## config.mk

```make
export PLATFORM = sky130hd
export DESIGN_NAME = status_stack
export DESIGN_NICKNAME = d
export VERILOG_FILES = /design/src/rtl/status_stack.sv
export SDC_FILE = /design/constraint.sdc
export NUM_CORES = 1
export LEC_CHECK = 0
export ABC_AREA = 1
export CORE_ASPECT_RATIO = 1.4
export CORE_MARGIN = 2
export CORE_UTILIZATION = 46
export CTS_CLUSTER_DIAMETER = 120
export DETAILED_ROUTE_END_ITERATION = 12
export PLACE_DENSITY = 0.82
export REMOVE_ABC_BUFFERS = 1
export SYNTH_ARGS = -nofsm -noshare
export SYNTH_HDL_FRONTEND = slang
export SYNTH_SLANG_ARGS = --single-unit
```

## constraint.sdc

```tcl
create_clock -name clock -period 3.29 [get_ports clock]
set_clock_uncertainty 0.1 [all_clocks]
set_input_delay 0.329 -clock clock [delete_from_list [all_inputs] [get_ports clock]]
set_output_delay 0.329 -clock clock [all_outputs]
set_load 0.05 [all_outputs]
```

## src/rtl/status_stack.sv

```systemverilog
// Processor status unit: Z/N (optionally C/V) flag register plus a small LIFO
// for saving and restoring flags. Define STATUS_CV_FLAGS_EN to store C/V as well.
module status_stack #(
  parameter int DATA_WIDTH  = 16,
  parameter int STACK_DEPTH = 4,
  localparam int CNT_W      = $clog2(STACK_DEPTH + 1)
) (
  input  logic                  clock,
  input  logic                  status_reset,
  input  logic                  status_wr,
  input  logic [DATA_WIDTH-1:0] result_in,
  input  logic                  carry_in,
  input  logic                  overflow_in,
  input  logic                  status_push,
  input  logic                  status_pop,
  output logic                  flag_Z,
  output logic                  flag_N,
  output logic                  flag_C,
  output logic                  flag_V,
  output logic [CNT_W-1:0]      stack_count,
  output logic                  stack_full,
  output logic                  stack_empty,
  output logic                  stack_error
);

`ifdef STATUS_CV_FLAGS_EN
  localparam int ENT_W = 4;
`else
  localparam int ENT_W = 2;
`endif

  // Index width sized so the storage array is fully addressable without range gaps.
  localparam int IDX_W = (STACK_DEPTH > 1) ? $clog2(STACK_DEPTH) : 1;
  localparam int ARR_D = 1 << IDX_W;

  // Flag set packing: bit0 = Z, bit1 = N, bit2 = C, bit3 = V.
  logic [ENT_W-1:0] r_flags;
  logic [ENT_W-1:0] r_stack [0:ARR_D-1];
  logic [CNT_W-1:0] r_count;
  logic             r_full;
  logic             r_empty;
  logic             r_error;

  logic [ENT_W-1:0] w_new_flags;
  logic [ENT_W-1:0] w_flags_nxt;
  logic [CNT_W-1:0] w_count_nxt;
  logic [CNT_W-1:0] w_count_m1;
  logic [IDX_W-1:0] w_push_idx;
  logic [IDX_W-1:0] w_pop_idx;
  logic             w_both;
  logic             w_push_full;
  logic             w_pop_empty;
  logic             w_illegal;
  logic             w_do_push;
  logic             w_do_pop;

`ifdef STATUS_CV_FLAGS_EN
  assign w_new_flags = {overflow_in, carry_in, result_in[DATA_WIDTH-1], ~|result_in};
`else
  logic w_unused_cv;
  assign w_unused_cv = carry_in ^ overflow_in;
  assign w_new_flags = {result_in[DATA_WIDTH-1], ~|result_in};
`endif

  assign w_both      = status_push & status_pop;
  assign w_push_full = status_push & ~status_pop & r_full;
  assign w_pop_empty = status_pop & ~status_push & r_empty;
  assign w_illegal   = w_both | w_push_full | w_pop_empty;
  assign w_do_push   = status_push & ~status_pop & ~r_full;
  assign w_do_pop    = status_pop & ~status_push & ~r_empty;

  assign w_count_m1  = r_count - CNT_W'(1);
  assign w_push_idx  = r_count[IDX_W-1:0];
  assign w_pop_idx   = w_count_m1[IDX_W-1:0];

  always_comb begin
    w_flags_nxt = r_flags;
    if (w_do_pop) begin
      w_flags_nxt = r_stack[w_pop_idx];
    end else if (status_wr) begin
      w_flags_nxt = w_new_flags;
    end
  end

  always_comb begin
    w_count_nxt = r_count;
    if (w_do_push) begin
      w_count_nxt = r_count + CNT_W'(1);
    end else if (w_do_pop) begin
      w_count_nxt = w_count_m1;
    end
  end

  always_ff @(posedge clock) begin
    if (status_reset) begin
      r_flags <= '0;
      r_count <= '0;
      r_full  <= 1'b0;
      r_empty <= 1'b1;
      r_error <= 1'b0;
    end else begin
      r_flags <= w_flags_nxt;
      r_count <= w_count_nxt;
      r_full  <= (w_count_nxt == CNT_W'(STACK_DEPTH));
      r_empty <= (w_count_nxt == '0);
      r_error <= r_error | w_illegal;
    end
  end

  // Entries are never cleared; a zeroed count makes stale data unreachable.
  always_ff @(posedge clock) begin
    if (!status_reset && w_do_push) begin
      r_stack[w_push_idx] <= r_flags;
    end
  end

  assign flag_Z = r_flags[0];
  assign flag_N = r_flags[1];
`ifdef STATUS_CV_FLAGS_EN
  assign flag_C = r_flags[2];
  assign flag_V = r_flags[3];
`else
  assign flag_C = 1'b0;
  assign flag_V = 1'b0;
`endif

  assign stack_count = r_count;
  assign stack_full  = r_full;
  assign stack_empty = r_empty;
  assign stack_error = r_error;

endmodule

```

== Word-level counts from Yosys, hierarchy flattened ==
Memory sizes are Yosys's and may differ from the RTL's.
Cells that the tools add are included.

* Input bits: 23
* RAM bits: 8
* Memories: 1
* Register bits after elaboration: 8
* Logic and storage cells: 35
* Output and inout port bits: 10

{| class="wikitable"
|+ Memories
! name !! depth !! width !! read ports !! clocked after Yosys merged registers in !! wr ports !! line !! source
|-
| r_stack || 4 || 2 || 1 || 0 || 1 || 38 || <nowiki>logic [ENT_W-1:0] r_stack [0:ARR_D-1];</nowiki>
|}

* Bitwise gates (word level): 14
* Eq/ne operators: 1
* Add/sub/neg operators: 2
* Reduce and logical (&&, ||, !) cells: 6
* Mux-type cells: 6

{| class="wikitable"
|+ Operators with widths
! operator !! count
|-
| OR reduction 16 bit || 1
|-
| bitwise AND 1 bit || 7
|-
| 2-to-1 mux 3 bit || 2
|-
| 2-to-1 mux 2 bit || 2
|-
| inverter 1 bit || 4
|-
| adder 3 x 1 -> 3 bit (second input constant) || 1
|-
| == test 3 bit (second input constant) || 1
|-
| logical NOT 3 bit || 1
|-
| OR 1 bit || 3
|-
| subtractor 3 x 1 -> 3 bit (second input constant) || 1
|-
| logical NOT 1 bit || 2
|-
| 2-to-1 mux 1 bit || 2
|-
| nonzero test 2 bit || 1
|-
| logical AND 1 bit || 1
|}

== Logic depth before layout (Yosys ltp) ==
* Word-level depth: 6
* Mapped depth: 8
* Depth with buffers taken out: 8

== Worst setup path after synthesis ==
OpenSTA, ideal clock, no wires.

* Path type: reg-to-reg
* Start: reg r_count[0] (netlist: stack_count[0])
* End: reg r_empty (netlist: stack_empty)
* Cell stages (with the launch flop): 9
* Period minus slack after synthesis: 1,979 ps
* Data required time: 3,122 ps
* Setup slack: 1,311 ps
* Buffers on the path: 0
* Arrival: 1,811 ps
* Setup time: 68 ps
* Cells stage by stage: dfxtp_1 -> inv_1 -> ha_1 -> inv_1 -> nand3_1 -> nand2_1 -> nor2_4 -> nand2_2 -> o21bai_2

* Longest elaborated chain between the ends: 4
* Elaborated cells on any way between the ends: 5
* Classes of those cells: 2 x add/sub; 2 x mux; 1 x reduce/logical

{| class="wikitable"
|+ RTL lines
! what !! line !! source
|-
| from (decl) || 39 || <nowiki>logic [CNT_W-1:0] r_count;</nowiki>
|-
| from (signal assigned) || 103 || <nowiki>r_count <= w_count_nxt;</nowiki>
|-
| subtractor 3 x 1 -> 3 bit || 72 || <nowiki>assign w_count_m1 = r_count - CNT_W'(1);</nowiki>
|-
| 2-to-1 mux 3 bit || 89 || <nowiki>end else if (w_do_pop) begin</nowiki>
|-
| 2-to-1 mux 3 bit (*) || 87 || <nowiki>if (w_do_push) begin</nowiki>
|-
| logical NOT 3 bit (*) || 105 || <nowiki>r_empty <= (w_count_nxt == '0);</nowiki>
|-
| to (signal assigned) || 105 ||
|-
| to (decl) || 41 || <nowiki>logic r_empty;</nowiki>
|}

Every way passes the cells marked *; elsewhere a longest branch is shown, timed or not.
A chain may end at the register's enable or synchronous reset.

== Final worst setup path ==
* Start: reg r_count[0] (netlist: stack_count[0])
* End: out stack_count[0]

{| class="wikitable"
|+ RTL lines
! what !! line !! source
|-
| to (decl) || 20 || <nowiki>output logic [CNT_W-1:0] stack_count,</nowiki>
|}

No word-level cell between the ends.

==> flow_metrics.py <==
metrics = {
    "layout": {
        "fillers": 155,
        "antenna_cells": 0,
        "layout-drive-gt1-share": 0.127,
        "syn_to_final_growth_pct": 36.4,
        "nNetsFinal": 170,
        "finish.utilization": 0.674,
    },
    "sta": {
        "rsz0062_at_grt": "no",
        "min_period_over_period": 0.635,
        "fmax_mhz": 479,
        "finalSetupViolations": 0,
        "maxSlewViolCount": 0,
        "hold_viol": 0,
        "tightest_slew_ns": 0.497,
        "fin_setup_tns_ns": 0,
        "fin_crit_ns": 2.09,
        "relSlewSlack": 0.668,
    },
    "worst_setup_path": {
        "rr_endpoint": "stack_empty",
        "r2r_start": "stack_count[0]",
        "r2r_cells": 8,
        "worst-path-buf-inv": 1,
        "rrSetupSlack_ns": 1.44,
        "crit_chain": "clkdlybuf4s50_1",
        "crit_type": "reg2out",
        "cp-startpoint": "stack_count[0]",
        "critPathTopFamily": "buffers and inverters",
        "max_stage_delay_ns": 0.87,
        "cp.depth": 1,
        "path_max_fanout": 9,
        "crit_slowest_cell": "clkdlybuf4s50_1",
        "worstPathRequired_ns": 2.86,
        "end_kind": "output port",
        "start_kind": "flip-flop",
        "cp.arrival_ns": 1.66,
        "crit_path_end": "stack_count[0]",
    },
    "detailed_routing": {
        "dr.max_layer_used": "met4",
        "wl_met3_um": 71,
        "wl_met2_mm": 1.01,
        "drcViolationCount": 0,
        "viasPerCell": 4.75,
        "wl_per_cell_um": 11.2,
        "wirelength_mm": 1.81,
        "drt_iter0_drc": 5,
        "drtPass1Iterations": 4,
        "antenna_left": 0,
        "wl_met1_um": 716,
        "vias": 769,
    },
    "job": {
        "maxCapViolations": 0,
    },
    "synth": {
        "ys_seq_elements": 16,
        "postSynthAreaPerCell_sq_um": 7.92,
        "yosys-top-cells-area": "edfxtp_1, dfxtp_1, nand2_1",
        "synth_cell_types": 18,
        "synth_top_area_frac": 0.273,
        "ys_warn_count": 0,
        "synth_area_sq_um": 880,
        "synth_top_area_cell": "edfxtp_1",
        "synth_seq_area_share": 0.455,
        "netlist_instances": 111,
    },
    "global_route": {
        "grt_pass1_vias": 815,
        "grt_usage": 0.197,
        "overflow": 0,
        "antenna_found_initial": 0,
        "grt_start_max_net_pins": 10,
        "grt_pass1_wl_mm": 3.13,
    },
    "floorplanning": {
        "rows": 18,
        "die-height_um": 55.7,
        "die-area_sq_mm": 0.00228,
        "core_sq_mm": 0.00178,
        "die-width_um": 41.0,
        "initial_utilization": 0.494,
        "io_pins": 33,
    },
    "clock_tree": {
        "clockBufferDepth": 2,
        "ctsHoldBuffers": 0,
        "clock-root-buffer": "clkbuf_4",
        "htree_levels": 1,
        "cts_sinks": 16,
        "clk_pin_slew_ns": 0.09,
        "cts_tree": "built",
        "clock_latency_ns": 0.28,
        "ctsResizeCount": 0,
        "numCtsBuffers": 3,
        "post_cts_buffers": 0,
    },
    "power_and_ir_drop": {
        "peakVddDrop_mv": 0.307,
        "p_switching_w": 0.000155,
        "p_leak_nw": 0.531,
        "powerDensity_mw_per_mm2": 397,
        "clkPwrFrac": 0.213,
        "switching_share": 0.325,
        "seq_power_share": 0.483,
        "p_comb_frac": 0.304,
        "intPower_w": 0.000322,
    },
    "hold_path": {
        "hold_path.class": "reg2reg",
    },
    "placement": {
        "routabilityCongestion": 0.778,
        "dp_hpwl_mm": 1.57,
        "port-buffer-count": 28,
    },
    "run_status": {
        "status": "completed",
    },
}
worst min-delay path, stage by stage (launching register included):
cell	delay, ns
dfxtp_1	0.33
nand2_1	0.07
a21oi_1	0.06
synthesized netlist by cell type:
library cell  number
inv_1             13
nor3_1             2
ha_1               4
nor2_2             2
a21oi_1            2
nand2_1           27
inv_2              3
conb_1             1
buf_4              2
dfxtp_1            8
nand2_2            4
nand3_2            2
nand3_1           11
o21bai_2           1
nor2_4             3
o211ai_1           1
edfxtp_1           8
nor2_1            17
layer usage:
layer	GRT usage	vias to the layer above
met4	0.0857	0
met3	0.0280	2
met2	0.333	23
met5	0	-
met1	0.228	336
li1	-	408
cell usage in the layout (no fill, tap or decap):
cell type	instances
o211ai_1	1
edfxtp_1	8
clkinv_1	1
nand2_1	27
clkbuf_4	3
inv_2	3
nor2_4	3
inv_1	13
ha_1	4
dfxtp_1	8
nand2_2	4
nor2_2	2
clkdlybuf4s50_1	28
nor2_1	17
nor3_1	2
nand3_2	2
a21oi_1	2
o21bai_2	1
nand3_1	11
conb_1	2
state kept, by name, indices dropped and copies added (netlist names):
signal / count
stack_full: 1
stack_empty: 1
stack_error: 1
stack_count: 3
r_flags: 2
r_stack: 8
per-stage QoR:
| stage | setup slack [ns] | power (W) | hold WS (ns) | instances | instance area (sq um) |
|---|---|---|---|---|---|
| floorplan | 1.31 | 0.000323 | 0.298 | 110 | 868 |
| global placement | 1.52 | 0.000376 | 0.372 | 158 | 1170 |
| detailed placement | 1.48 | 0.000380 | 0.383 | 158 | 1170 |
| CTS | 1.19 | 0.000481 | 0.395 | 162 | 1200 |
| global route | 1.13 | 0.000505 | 0.439 | 162 | 1200 |
| finish | 1.20 | 0.000476 | 0.393 | 162 | 1200 |
cells by family (layout without fill, tap and decap cells):
family	after synthesis	after routing	synth area share
other cells	1	2	0.00426
flops	16	16	0.455
simple gates	68	68	0.366
fa+ha+maj	4	4	0.0569
compound gates	4	4	0.0327
buf+inv	18	48	0.0853
power groups by stage:
stage               clock (W)  combinational, W  sequential, W
floorplan                   0         0.0000616       0.000261
global route         0.000116          0.000158       0.000232
finish               0.000101          0.000145       0.000230
global placement            0          0.000142       0.000233
CTS                  0.000105          0.000146       0.000230
detailed placement          0          0.000145       0.000235
how the worst min path moves through the flow:
stage,startpoint,endpoint,slack [ns],depth (start not counted)
2_1_floorplan,status_reset,stack_error,0.30,1
3_3_place_gp,stack_empty,stack_error,0.37,2
3_5_place_dp,stack_empty,stack_error,0.38,2
4_1_cts,stack_empty,stack_error,0.40,2
5_1_grt,stack_empty,stack_error,0.44,2
6_report,stack_empty,stack_error,0.39,2
cell type report:
cell class / instances / area (sq um) / area share
Tap cell: 20 / 25.0 / 0.0209
Sequential cell: 16 / 400 / 0.334
Clock buffer: 3 / 22.5 / 0.0188
Timing Repair Buffer: 28 / 280 / 0.234
Inverter: 16 / 60.1 / 0.0501
Clock inverter: 1 / 3.75 / 0.00313
Multi-Input combinational cell: 78 / 408 / 0.340
(Power assumes the default switching activity.)
